==> src/rtl/alu_pkg.sv <==
// Shared types and widths for the ALU command initiator.
// No logic; types and constants only.
// No flow control of its own.
package alu_pkg;

    localparam int RESULT_W = 16;
    localparam int OPND_W   = 8;

    // Any opcode with bit 2 set selects MUL; OP_MUL is its canonical encoding.
    typedef enum logic [2:0] {
        OP_NOP = 3'b000,
        OP_ADD = 3'b001,
        OP_AND = 3'b010,
        OP_XOR = 3'b011,
        OP_MUL = 3'b100
    } opcode_e;

    typedef enum logic [1:0] {
        IDLE   = 2'd0,
        LAUNCH = 2'd1,
        WAIT   = 2'd2,
        RESP   = 2'd3
    } master_state_e;

endpackage

==> src/rtl/alu_cmd_master.sv <==
// Command initiator for a start/done ALU: launches one tagged op, waits for done or timeout.
// Latency: rsp_valid 3 cycles after accept for a 1-cycle ALU, 1 cycle for NOP.
// Backpressure: one command in flight; cmd_ready only in IDLE, response held until rsp_ready.
module alu_cmd_master
    import alu_pkg::*;
#(
    parameter int TIMEOUT_CYCLES = 64,
    parameter int TAG_W          = 4
) (
    input  logic                clk,
    input  logic                rst_n,
    input  logic                cmd_valid,
    output logic                cmd_ready,
    input  logic [2:0]          cmd_opcode,
    input  logic [OPND_W-1:0]   cmd_a,
    input  logic [OPND_W-1:0]   cmd_b,
    input  logic [TAG_W-1:0]    cmd_tag,
    output logic                rsp_valid,
    input  logic                rsp_ready,
    output logic [RESULT_W-1:0] rsp_result,
    output logic [TAG_W-1:0]    rsp_tag,
    output logic                rsp_err,
    output logic                alu_start,
    output logic [2:0]          alu_opcode,
    output logic [OPND_W-1:0]   alu_a,
    output logic [OPND_W-1:0]   alu_b,
    input  logic [RESULT_W-1:0] alu_result,
    input  logic                alu_done,
    output logic [7:0]          err_cnt,
    output logic                busy
);

    localparam int               TMR_W    = (TIMEOUT_CYCLES > 1) ? $clog2(TIMEOUT_CYCLES) : 1;
    localparam logic [TMR_W-1:0] TMR_LAST = TMR_W'(TIMEOUT_CYCLES - 1);

    master_state_e    state;
    master_state_e    state_nxt;
    logic [TMR_W-1:0] timer;
    logic             timeout;
    logic             cmd_fire;
    logic             cmd_is_nop;

    assign timeout    = (timer == TMR_LAST);
    assign cmd_fire   = (state == IDLE) && cmd_valid;
    assign cmd_is_nop = (cmd_opcode == OP_NOP);

    // State register; reset drops any in-flight op without a response.
    always_ff @(posedge clk) begin
        if (!rst_n) begin
            state <= IDLE;
        end else begin
            state <= state_nxt;
        end
    end

    // Next-state decode; done in LAUNCH is stale and deliberately not looked at.
    always_comb begin
        state_nxt = state;
        case (state)
            IDLE: begin
                if (cmd_valid) begin
                    state_nxt = cmd_is_nop ? RESP : LAUNCH;
                end
            end
            LAUNCH: begin
                state_nxt = WAIT;
            end
            WAIT: begin
                if (alu_done || timeout) begin
                    state_nxt = RESP;
                end
            end
            RESP: begin
                if (rsp_ready) begin
                    state_nxt = IDLE;
                end
            end
            default: begin
                state_nxt = IDLE;
            end
        endcase
    end

    // Handshake outputs are pure state decodes, so cmd_ready has no path from any input.
    always_comb begin
        cmd_ready = (state == IDLE);
        rsp_valid = (state == RESP);
        alu_start = (state == LAUNCH);
        busy      = (state != IDLE);
    end

    // Datapath: operands latched on accept and left alone afterwards so the ALU bus stays quiet.
    always_ff @(posedge clk) begin
        if (!rst_n) begin
            alu_opcode <= '0;
            alu_a      <= '0;
            alu_b      <= '0;
            rsp_tag    <= '0;
            rsp_result <= '0;
            rsp_err    <= 1'b0;
            timer      <= '0;
            err_cnt    <= '0;
        end else begin
            case (state)
                IDLE: begin
                    if (cmd_fire) begin
                        alu_opcode <= cmd_opcode;
                        alu_a      <= cmd_a;
                        alu_b      <= cmd_b;
                        rsp_tag    <= cmd_tag;
                        if (cmd_is_nop) begin
                            rsp_result <= '0;
                            rsp_err    <= 1'b0;
                        end
                    end
                end
                LAUNCH: begin
                    timer <= '0;
                end
                WAIT: begin
                    timer <= timer + 1'b1;
                    if (alu_done) begin
                        rsp_result <= alu_result;
                        rsp_err    <= 1'b0;
                    end else if (timeout) begin
                        rsp_result <= '0;
                        rsp_err    <= 1'b1;
                        if (err_cnt != 8'hFF) begin
                            err_cnt <= err_cnt + 8'd1;
                        end
                    end
                end
                default: begin
                end
            endcase
        end
    end

endmodule

==> config.mk <==
export PLATFORM = sky130hd
export DESIGN_NAME = alu_cmd_master
export DESIGN_NICKNAME = d
export VERILOG_FILES = /design/src/rtl/alu_pkg.sv /design/src/rtl/alu_cmd_master.sv
export SDC_FILE = /design/constraint.sdc
export NUM_CORES = 1
export LEC_CHECK = 0
export ABC_AREA = 0
export CAP_MARGIN = 0
export CORE_ASPECT_RATIO = 1.4
export CORE_MARGIN = 1
export CORE_UTILIZATION = 45
export CTS_CLUSTER_DIAMETER = 50
export DETAILED_ROUTE_END_ITERATION = 16
export DONT_BUFFER_PORTS = 1
export HOLD_SLACK_MARGIN = 0.05
export SYNTH_ARGS = -nofsm -noshare
export SYNTH_HDL_FRONTEND = slang
export SYNTH_SLANG_ARGS = --single-unit
==> constraint.sdc <==
create_clock -name clk -period 4.8 [get_ports clk]
set_clock_uncertainty 0.05 [all_clocks]
set_input_delay 0.24 -clock clk [delete_from_list [all_inputs] [get_ports clk]]
set_output_delay 0.24 -clock clk [all_outputs]
set_load 0.02 [all_outputs]
==> out/summary.log <==
qor: run_status.run_status complete, no violations
qor: global_routing.grt_first_pass_wirelength 8090 um
qor: route.via_count 1923
qor: cts.setup_fix_bufs_post_cts 0
qor: synthesis.yosys_most_used_dff dfxtp_1
qor: worst_hold_path.hold_start rst_n
qor: setup_path.worstReg2RegStart state[0]
qor: placed_design.place_hpwl 3240 um
qor: global_routing.track_usage 18.7%
qor: setup_path.critical_path_peak_fanout 17
qor: floorplanning.design.portCount 96
qor: floorplanning.start_util 47.4%
qor: timing.timing.final.hold_violations 0
qor: power.seqPwrFrac 50.1%
qor: synthesis.synthesis.instances 273
qor: route.drt-wirelength-per-cell 13.6 um
qor: cts.total_number_of_clock_tree_sinks 56
qor: power.cellPowerDensity 381 nW/um^2
qor: timing.fmaxAchievable 412 MHz
qor: synthesis.warning_count_from_the_yosys_run 0
qor: synthesis.synth-seq-area-share 48.5%
qor: cts.path_clk_slew 0.10 ns
qor: power.internal_power 0.752 mW
qor: cells_and_area.area_growth 22.8%
qor: global_routing.antenna_violations_before_repair 0
qor: global_routing.grt_start_max_net_pins 36
qor: route.via_per_inst 5.21
qor: route.routed_antenna_nets 0
qor: timing.report.final.setup_viol 0
qor: cts.worst_skew_pair.late_latency 0.30 ns
qor: route.drc_errors 0
qor: setup_path.worstPathArrival 2.61 ns
qor: synthesis.synthesis.nets 323
qor: synthesis.synthDistinctLibCells 32
qor: cts.clock_buffer_depth 2
qor: cells_and_area.fillers 437
qor: setup_path.crit_slowest_cell a211oi_4
qor: setup_path.setup.worst_path.start_class flop
qor: floorplanning.core.rowCount 30
qor: cells_and_area.final_util 58.2%
qor: cts.cts_tree done
qor: placed_design.port_buffers 0
qor: cts.post_cts.resized_instances 0
qor: timing.max_slew_margin 25.9%
qor: power.pwr-share-clk 29.6%
qor: placed_design.detailedPlace.worstSlack 2.38 ns
qor: setup_path.crit_path_max_incr_delay 0.93 ns
qor: setup_path.critical_path_required 4.98 ns
qor: floorplanning.core_area 4880 um^2
qor: power.power.ir.vdd_worst 0.227 mV
qor: placed_design.routabilityCongestion 0.731
qor: timing.post_route_setup_tns 0 ns
qor: synthesis.postSynthAreaPerCell 8.47 um^2
qor: global_routing.grt_pass1_vias 1847
qor: timing.worst_slack 2.37 ns
qor: cts.cts_inserted_buffers 5
qor: synthesis.number_of_enable_type_register_cells_in_the_synthesized_netlist 0
qor: timing.timing_worst_slew_pin_value 1.11 ns
qor: synthesis.yosys-top-cells-area dfxtp_1 49%, nand2_1 14%, mux2i_1 8.2%
qor: setup_path.worst_setup_path_end_kind flop
qor: synthesis.netlist_area 2310 um^2
qor: timing.unrepaired_setup_endpoints_after_global_routing false
qor: route.firstDrtPassIters 4
qor: setup_path.ff2ff_setup_slack 2.37 ns
qor: setup_path.reg2reg_to rsp_result[1]
qor: synthesis.ys_top_cells_by_count 87 x nand2_1, 56 x dfxtp_1, 34 x a21oi_1, 19 x mux2i_1, 11 x clkbuf_1
qor: flow_run.timing.max_cap.violations 0
qor: timing.timing.final.crit_period 2.43 ns
qor: timing.timing_max_transition_violations_final 0
qor: route.first_iter_violations 100
qor: synthesis.yosys.area.top_type_share 48.5%
qor: cells_and_area.layout_nets 354
qor: cells_and_area.antenna_cells 0
qor: floorplanning.dieWidth 62.6 um
qor: setup_path.critical_path_class flop to flop
qor: power.comb_power_share 20.4%
qor: timing.share_of_the_cycle_needed_by_the_critical_path_after_routing 50.6%
qor: floorplanning.floorplan.die_area 5430 um^2
qor: synthesis.synth-seq-cells 56
qor: worst_hold_path.hold_end timer[5]
qor: synthesis.share_of_synthesized_registers_carrying_an_async_set_or_reset 0%
qor: setup_path.worstPathCellList inv_1 > ha_1 > nor2_1 > a211oi_4 > mux2i_1
qor: floorplanning.chipHeight 86.8 um
qor: cts.cts.root.buffer_cell clkbuf_8
qor: power.sw_frac_of_total 30.4%
qor: cells_and_area.proportion_of_layout_cells_with_a_drive_suffix_above_1 4.92%
qor: synthesis.post-synth-top-count-cell nand2_1
qor: worst_hold_path.hold_path_class input port to flop
qor: synthesis.synth_area_leader_cell dfxtp_1
qor: cts.htree_levels 2
qor: route.postRouteWirelength 5020 um
qor: global_routing.gr_overflow_total 0
qor: power.p_leak 1.05 nW
qor: setup_path.worst-r2r-cell-count 5
qor: worst_hold_path.hold_depth 2
qor: power.p_switching 0.329 mW
qor: timing.hold_slack 0.178 ns
worst max-delay path, delay by kind of cell (launching register included):
family                   cells  cell delay [ns]
AO/OA/AOI/OAI                1             0.93
adder cells (fa/ha/maj)      1             0.49
flip-flops                   1             0.34
multiplexers                 1             0.29
AND/OR/NAND/NOR              1             0.15
buffers and inverters        1             0.09
power groups by stage:
stage                     Combinational [mW]  Sequential, mW  Clock, mW
after floorplan                        0.173           0.547          0
after global placement                 0.191           0.552          0
after detailed placement               0.193           0.552          0
after CTS                              0.221           0.542      0.333
after global routing                   0.241           0.546      0.350
final                                  0.220           0.541      0.320
through the flow:
step | std cells | power, mW | area, um^2
final | 369 | 1.08 | 2840
after global routing | 369 | 1.14 | 2840
after CTS | 369 | 1.10 | 2840
after detailed placement | 321 | 0.746 | 2320
after global placement | 321 | 0.743 | 2320
after floorplan | 273 | 0.720 | 2310
how the worst max path moves through the flow:
stage,to,slack [ns],from,cells after the start
floorplan,rsp_result[0],2.97,state[0],8
global placement,rsp_result[3],2.49,state[0],5
detailed placement,rsp_result[14],2.38,state[0],5
CTS,rsp_result[4],2.37,state[0],5
global route,rsp_result[1],2.20,state[0],5
finish,rsp_result[1],2.37,state[0],5
kinds of logic (layout without fill, tap and decap cells):
logic type                 count (synthesis)  after routing  share of synthesized area [%]
muxes                                     19             19                           8.23
xor gates and xnor gates                   4              4                           1.52
and+or+nand+nor                          117            117                           22.1
adders and majority gates                  6              6                           3.25
buffers and inverters                     23             55                           4.66
DFF                                       56             56                           48.5
AOI/OAI and AO/OA                         48             48                           11.7
layout make-up:
type,instances,area [um^2],share of cell area [%]
Tap cell,64,80.1,2.82
Multi-Input combinational cell,194,1090,38.4
Timing Repair Buffer,40,400,14.1
Sequential cell,56,1120,39.5
Clock inverter,2,38.8,1.37
Inverter,7,26.3,0.926
Clock buffer,6,82.6,2.91
timing repair:
action / in CTS / in global routing
endpoints found under the setup margin: 0 / 0
endpoints found under the hold margin: 41 / 0
hold buffers: 40 / 0
metal layers:
metal / vias to the layer above / GRT usage, % / part of all wire [%]
met5: - / 0 / 0
met4: 0 / 6.34 / 1.2
met3: 6 / 6.71 / 8.5
met2: 74 / 35.3 / 51
met1: 873 / 18.9 / 39
li1: 970 / - / -
registers in the layout, indices dropped and copies added, names as in the netlist:
register,flops
err_cnt,8
rsp_result,16
rsp_err,1
state,2
rsp_tag,4
alu_a,8
alu_opcode,3
timer,6
alu_b,8
placed cells by master, fill, tap and decap left out, types with 2 or more instances in the layout:
cell	synthesis	layout
nand3_1	5	5
ha_1	6	6
xor2_1	4	4
o21ai_0	7	7
o31ai_1	3	3
dlygate4sd3_1	0	40
a21oi_1	34	34
nand2_1	87	87
mux2i_1	19	19
or3_1	5	5
inv_1	6	6
nor2_1	6	6
dfxtp_1	56	56
nand4_1	2	2
clkbuf_8	0	6
or4_1	3	3
(Power assumes the default switching activity.)
